===== config.mk =====
export PLATFORM = sky130hd
export DESIGN_NAME = reg_dump_uart
export DESIGN_NICKNAME = d
export VERILOG_FILES = /design/src/rtl/cpu_debug_pkg.sv /design/src/rtl/uart_tx_byte.sv /design/src/rtl/reg_dump_uart.sv
export SDC_FILE = /design/constraint.sdc
export NUM_CORES = 1
export LEC_CHECK = 0
export CORE_ASPECT_RATIO = 0.8
export CORE_MARGIN = 2
export CORE_UTILIZATION = 60
export CTS_CLUSTER_DIAMETER = 40
export CTS_CLUSTER_SIZE = 12
export DETAILED_ROUTE_END_ITERATION = 7
export GPL_ROUTABILITY_DRIVEN = 0
export GPL_TIMING_DRIVEN = 0
export HOLD_SLACK_MARGIN = 0.1
export PLACE_DENSITY = 0.74
export SYNTH_ARGS = -nofsm -noshare
export SYNTH_HDL_FRONTEND = slang
export SYNTH_HIERARCHICAL = 1
export SYNTH_SLANG_ARGS = --single-unit

===== constraint.sdc =====
create_clock -name clk -period 3.25 [get_ports clk]
set_clock_uncertainty 0.1 [all_clocks]
set_input_delay 0.65 -clock clk [delete_from_list [all_inputs] [get_ports clk]]
set_output_delay 0.65 -clock clk [all_outputs]
set_load 0.005 [all_outputs]

===== src/rtl/cpu_debug_pkg.sv =====
// Shared types and constants for the register-file debug dump path.
// Frame layout: one header byte, then REG_COUNT register snapshots.
package cpu_debug_pkg;

    localparam int         REG_COUNT   = 8;
    localparam int         REG_SEL_W   = 3;
    localparam logic [7:0] DUMP_HEADER = 8'hA5;

    // Full dump lifecycle; the UART serializer only ever visits IDLE and the bit states.
    typedef enum logic [2:0] {
        IDLE,
        CAPTURE,
        START_BIT,
        DATA_BITS,
        STOP_BIT
    } state_e;

    // Frame-level sequencing kept by the dump controller.
    typedef enum logic [1:0] {
        FRM_IDLE,
        FRM_CAPTURE,
        FRM_SEND
    } frame_e;

endpackage


===== src/rtl/uart_tx_byte.sv =====
// UART 8N1 serializer: accepts one byte per valid/ready handshake, LSB first.
// Latency: tx drops on the edge that accepts a byte; in_rdy rises in the last stop-bit cycle so bytes chain with no gap.
module uart_tx_byte
    import cpu_debug_pkg::*;
#(
    parameter int CLKS_PER_BIT = 868
) (
    input  logic       clk,
    input  logic       rst_n,
    input  logic       in_vld,
    input  logic [7:0] in_dat,
    output logic       in_rdy,
    output logic       tx
);

    localparam int CW = (CLKS_PER_BIT > 1) ? $clog2(CLKS_PER_BIT) : 1;

    state_e          state_q, state_d;
    logic [CW-1:0]   baud_q, baud_d;
    logic [2:0]      bit_q, bit_d;
    logic [7:0]      shift_q, shift_d;
    logic            tx_q, tx_d;
    logic            baud_last;

    assign baud_last = (baud_q == CW'(CLKS_PER_BIT - 1));
    assign in_rdy    = (state_q == IDLE) || ((state_q == STOP_BIT) && baud_last);
    assign tx        = tx_q;

    always_comb begin
        state_d = state_q;
        bit_d   = bit_q;
        shift_d = shift_q;
        tx_d    = tx_q;
        baud_d  = baud_last ? '0 : baud_q + CW'(1);

        case (state_q)
            IDLE: begin
                baud_d = '0;
                tx_d   = 1'b1;
                if (in_vld) begin
                    state_d = START_BIT;
                    shift_d = in_dat;
                    tx_d    = 1'b0;
                end
            end
            START_BIT: begin
                if (baud_last) begin
                    state_d = DATA_BITS;
                    bit_d   = 3'd0;
                    tx_d    = shift_q[0];
                end
            end
            DATA_BITS: begin
                if (baud_last) begin
                    if (bit_q == 3'd7) begin
                        state_d = STOP_BIT;
                        tx_d    = 1'b1;
                    end else begin
                        // Shift so the next bit to send always sits at shift_q[0].
                        bit_d   = bit_q + 3'd1;
                        shift_d = {1'b0, shift_q[7:1]};
                        tx_d    = shift_q[1];
                    end
                end
            end
            STOP_BIT: begin
                if (baud_last) begin
                    if (in_vld) begin
                        state_d = START_BIT;
                        shift_d = in_dat;
                        tx_d    = 1'b0;
                    end else begin
                        state_d = IDLE;
                        tx_d    = 1'b1;
                    end
                end
            end
            default: begin
                state_d = IDLE;
                baud_d  = '0;
                tx_d    = 1'b1;
            end
        endcase
    end

    always_ff @(posedge clk or negedge rst_n) begin
        if (!rst_n) begin
            state_q <= IDLE;
            baud_q  <= '0;
            bit_q   <= '0;
            shift_q <= '0;
            tx_q    <= 1'b1;
        end else begin
            state_q <= state_d;
            baud_q  <= baud_d;
            bit_q   <= bit_d;
            shift_q <= shift_d;
            tx_q    <= tx_d;
        end
    end

endmodule


===== src/rtl/reg_dump_uart.sv =====
// Snapshots the register file via its debug port, then streams HEADER + registers over UART 8N1.
// Capture takes NUM_REGS cycles after start; tx drops on the last capture edge. start is ignored while busy.
module reg_dump_uart
    import cpu_debug_pkg::*;
#(
    parameter int         CLKS_PER_BIT = 868,
    parameter int         NUM_REGS     = REG_COUNT,
    parameter int         SEL_W        = REG_SEL_W,
    parameter logic [7:0] HEADER       = DUMP_HEADER
) (
    input  logic             clk,
    input  logic             rst_n,
    input  logic             start,
    output logic [SEL_W-1:0] debug_reg_select,
    input  logic [7:0]       debug_reg_value,
    output logic             tx,
    output logic             busy,
    output logic             done
);

    frame_e                     frame_q, frame_d;
    logic [SEL_W-1:0]           cap_idx_q, cap_idx_d;
    logic [3:0]                 byte_idx_q, byte_idx_d;
    logic [NUM_REGS-1:0][7:0]   snap_q, snap_d;
    logic                       busy_q, busy_d;
    logic                       done_q, done_d;

    logic                       byte_vld;
    logic                       byte_rdy;
    logic [7:0]                 byte_dat;

    assign debug_reg_select = cap_idx_q;
    assign busy             = busy_q;
    assign done             = done_q;

    always_comb begin
        frame_d    = frame_q;
        cap_idx_d  = cap_idx_q;
        byte_idx_d = byte_idx_q;
        snap_d     = snap_q;
        busy_d     = busy_q;
        done_d     = 1'b0;
        byte_vld   = 1'b0;
        byte_dat   = HEADER;

        case (frame_q)
            FRM_IDLE: begin
                if (start) begin
                    frame_d   = FRM_CAPTURE;
                    cap_idx_d = '0;
                    busy_d    = 1'b1;
                end
            end
            FRM_CAPTURE: begin
                snap_d[cap_idx_q] = debug_reg_value;
                if (cap_idx_q == SEL_W'(NUM_REGS - 1)) begin
                    // Header needs no snapshot data, so it launches on the final capture edge.
                    frame_d    = FRM_SEND;
                    cap_idx_d  = '0;
                    byte_idx_d = '0;
                    byte_vld   = 1'b1;
                    byte_dat   = HEADER;
                end else begin
                    cap_idx_d = cap_idx_q + SEL_W'(1);
                end
            end
            FRM_SEND: begin
                // byte_idx_q is the byte on the wire; the one offered next is snapshot[byte_idx_q].
                byte_vld = (byte_idx_q < 4'(NUM_REGS));
                byte_dat = snap_q[byte_idx_q[SEL_W-1:0]];
                if (byte_rdy) begin
                    if (byte_vld) begin
                        byte_idx_d = byte_idx_q + 4'd1;
                    end else begin
                        frame_d = FRM_IDLE;
                        busy_d  = 1'b0;
                        done_d  = 1'b1;
                    end
                end
            end
            default: begin
                frame_d = FRM_IDLE;
                busy_d  = 1'b0;
            end
        endcase
    end

    always_ff @(posedge clk or negedge rst_n) begin
        if (!rst_n) begin
            frame_q    <= FRM_IDLE;
            cap_idx_q  <= '0;
            byte_idx_q <= '0;
            snap_q     <= '0;
            busy_q     <= 1'b0;
            done_q     <= 1'b0;
        end else begin
            frame_q    <= frame_d;
            cap_idx_q  <= cap_idx_d;
            byte_idx_q <= byte_idx_d;
            snap_q     <= snap_d;
            busy_q     <= busy_d;
            done_q     <= done_d;
        end
    end

    uart_tx_byte #(
        .CLKS_PER_BIT (CLKS_PER_BIT)
    ) u_tx (
        .clk    (clk),
        .rst_n  (rst_n),
        .in_vld (byte_vld),
        .in_dat (byte_dat),
        .in_rdy (byte_rdy),
        .tx     (tx)
    );

endmodule

==> impl.org <==
** Worst setup path
- STA puts the critical path data required time at approximately 3.4 ns.
- By startpoint and endpoint, the worst setup path is classified as flop to flop.
- Sum of buffers and inverters on the critical path :: 1
- Broken down by cell family, the worst path's largest delay share belongs to simple AND/OR/NAND/NOR gates.
- Arrival time reported for the critical path endpoint :: 3.05 ns
- FF-to-FF End :: busy$_DFFE_PN0P_
- The setup check on the worst reg-to-reg path leaves a slack of 0.36 ns.
- The worst setup path is captured at a flop.
- R2R cell count :: 8
- The startpoint identified for the worst register-to-register timing path is u_tx/baud_q[0]$_DFF_PN0_.
- Standard cell with the maximum stage delay on the critical path :: or3_4
- Critical path startpoint category :: flop
- In this run the worst path has a maximum fanout of 10.
- The signal on the critical path passes through ha_1, nand4b_1, or3_4, buf_6, a21boi_1, nor2b_1, nor4b_2, mux2_2.
- In this design, the stage delay of the slowest critical-path cell is 0.44 ns.

** Synth
- Counting flops with an async set or reset pin after synthesis yields a share of 100%.
- Most instantiated flip-flop cell in the synthesis netlist :: dfrtp_1
- After synthesis the cells add up to 4950 sq um.
- Synthesis produced a netlist with a net count of 402.
- Post-synthesis cell type count :: 51
- Post-synth EDFFs :: 0
- After technology mapping, the gate count stands at 381.
- Sequential elements use 50.6% of the synthesized area.
- During synthesis, Yosys emitted a total of 6 warnings.
- A synthesized cell averages 13.0 sq um.
- Counting flops and latches in the post-synthesis netlist gives 100.

** STA
- The final hold violation count came to 0.
- Setup repair after global routing left no endpoint under its margin.
- Adding up every negative setup slack in the final design gives 0 ns.
- At the pin with the least slew margin, the transition time is about 0.7 ns.
- Maximum clock rate :: 346 MHz
- Relative slew slack :: a little over half
- Setup violations remaining at the end of the flow were counted as 0.
- The number of max-slew violations in the final report is 0.
- In the finished design, the share of the clock period the worst path needs comes to 88.8%.
- For the finished layout, the period the worst path requires is 2.89 ns.

** Clock network
- TritonCTS built the clock tree.
- Clock tree synthesis inserted a total of 9 buffers.
- Clock Sinks :: 100
- Clock-pin transition on the worst setup and hold timing paths :: 0.10 ns
- The tree is rooted in a clkbuf_8.
- CTS built an H-tree with a depth of 3.
- Worst-Skew Late Latency :: about 0.37 ns
- Maximum clock insertion buffer count :: 2

** Global routing
- Entering global routing, the biggest net connects 73 pins.
- In the global route stage, overall resource usage came out at roughly 24%.
- Antenna violations before repair :: 0
- Overflow left after global routing :: 0
- Wire length of the first global-routing pass :: ~16 mm
- The number of global-route vias before repair is 3073.

** Pwr
- Across the VDD grid, the largest voltage drop is around 0.54 mV.
- Static leakage :: 2.30 nW
- Power density of the placed cells :: 774 nW/um^2

** Detailed routing
- Routed via count :: just over 3000
- First drt pass iteration count :: 4
- Sum of routed wire length over all layers :: 9.73 mm
- Top layer reached by signal wires :: met4
- Number of remaining DRC errors :: 0
- Number of vias per cell :: about 5.9
- Post-detailed-route count of antenna-violating nets :: 0
- In the final routed layout, each cell accounts on average for approximately 19 um.
- In this run, the number of DRC markers left after iteration 0 of detailed routing was 278.
- For this block, wires on met1 add up to 4.73 mm.
- Wire segments on met3 add up to approximately 380 um in the final route.
- Amount of wire on met2 after detailed routing :: between 4 and 5 mm

** Die
- Die width :: 106 um
- Number of cell rows :: 29
- Die Y-Extent :: 85.3 um
- Initial standard-cell utilization of the core :: 62.0%
- Pin placement for this block handled 17 I/O pins.
- The core region is 7980 sq um.
- Die Outline Area :: 9000 sq um

** Final layout
- The finished layout holds between 500 and 600 standard cells, fillers aside.
- Leaving out fill and tap cells, the most frequent cell in the layout is dfrtp_1.
- The top cell types in the final layout, fill and taps aside, are dfrtp_1 (99), mux2_2 (79), nor2_1 (20).
- Syn-to-layout area delta :: 11.0%
- In the final design database the tool counted 431 nets.
- 0 antenna diodes ended up in the layout.
- The post-route netlist has 30.4% of its cells at a drive strength greater than 1.

** Outcome
- The run finished with clean final reports.

** Placed design
- Port Buffers :: 16
- Including well taps, the total number of placed cells is 506.
- HPWL reported at the end of detailed placement :: 6.49 mm

** Min path
- The path with the worst hold slack has its endpoint at u_tx/tx$_DFFE_PN1P_.
- Hold Path Origin :: u_tx/tx$_DFFE_PN1P_
- Type of the tightest min-delay check :: flop to flop
- The worst hold path passes through 2 cells.

** Job
- Maximum capacitance violations :: 0
## cell usage after synthesis (all sizes together) (3+ instances only)
cell | n | area [sq um]
a32o | 3 | 30.0
nor3 | 7 | 57.6
nand2b | 5 | 38.8
nand3 | 7 | 35.0
nor2 | 20 | 75.1
inv | 11 | 41.3
o21ai | 10 | 50.1
ha | 10 | 125
dfrtp | 99 | 2480
nor3b | 3 | 45.1
xnor2 | 6 | 52.6
a21oi | 11 | 58.8
mux2i | 19 | 190
a22o | 10 | 87.6
nor2b | 6 | 37.5
a21boi | 5 | 37.5
nand4b | 4 | 41.3
mux2 | 79 | 890
buf | 11 | 85.1
mux4 | 8 | 180
nand2 | 18 | 67.6
## area by class of cell
type / instances / area (sq um)
Buffer: 12 / 88.8
Inverter: 11 / 41.3
Sequential cell: 100 / 2500
Clock buffer: 10 / 128
Multi-Input combinational cell: 258 / 2320
Timing Repair Buffer: 18 / 195
Fill cell: 607 / 2480
Clock inverter: 6 / 88.8
Tap cell: 108 / 135
## stage by stage
stage               instance area (sq um)  worst slack (ns)  utilization, %  power [W]  hold slack [ns]
finish                               5500             0.363            68.9    0.00425            0.374
global route                         5500             0.172            68.9    0.00453            0.417
CTS                                  5500             0.208            68.9    0.00429            0.378
detailed placement                   5270             0.250            66.0    0.00342            0.365
global placement                     5250             -2.27            65.7    0.00334            0.354
floorplan                            4950             0.633               -    0.00303            0.254
## registers in the layout, summed over array words and instances (netlist names)
name	cells
debug_reg_select	3
byte_idx_q	4
frame_q	2
snap_q	64
u_tx/state_q	3
u_tx/tx	1
done	1
u_tx/bit_q	3
busy	1
u_tx/shift_q	8
u_tx/baud_q	10
## kinds of logic (layout without fill, tap and decap cells)
kind of cell	Yosys count	in the layout	synth area share [%]
adder cells (fa/ha/maj)	10	10	2.53
multiplexers	106	106	25.4
AND/OR/NAND/NOR	84	84	10.4
XOR/XNOR	8	8	1.42
flip-flops	100	100	50.6
buffers and inverters	23	57	2.63
AO/OA/AOI/OAI	50	50	7.05
## routing by layer
metal	GRT usage [%]	up-vias
met2	36.6	51
met4	6.70	0
met1	35.4	1593
met3	5.38	12
met5	0	-
li1	-	1451
## worst max path at each step
| stage | start | endpoint | cells after the start |
|---|---|---|---|
| 3_5_place_dp | u_tx/baud_q[0]$_DFF_PN0_ | busy$_DFFE_PN0P_ | 8 |
| 6_report | u_tx/baud_q[0]$_DFF_PN0_ | busy$_DFFE_PN0P_ | 8 |
| 5_1_grt | frame_q[0]$_DFFE_PN0P_ | u_tx/shift_q[1]$_DFFE_PN0P_ | 8 |
| 2_1_floorplan | u_tx/baud_q[3]$_DFF_PN0_ | busy$_DFFE_PN0P_ | 7 |
| 3_3_place_gp | rst_n | frame_q[0]$_DFFE_PN0P_ | 1 |
| 4_1_cts | u_tx/baud_q[0]$_DFF_PN0_ | busy$_DFFE_PN0P_ | 8 |
## worst min-delay path: stages, from the launching register on
cell and delay [ns]:
dfstp_2 0.38, inv_1 0.04, mux2i_1 0.06
## power breakdown
| part | switching (W) | internal (W) |
|---|---|---|
| combinational | 0.000636 | 0.000828 |
| clock | 0.000428 | 0.000434 |
| sequential | 0.000230 | 0.00170 |
| total | 0.00129 | 0.00296 |
## repair_timing
action,in CTS,in global routing
endpoints found under the hold margin,27,0
hold buffers,1,0
buffers inserted,0,0
endpoints found under the setup margin,0,1
gates resized for setup,0,1
Note: power is estimated with default switching activity, not from simulation.
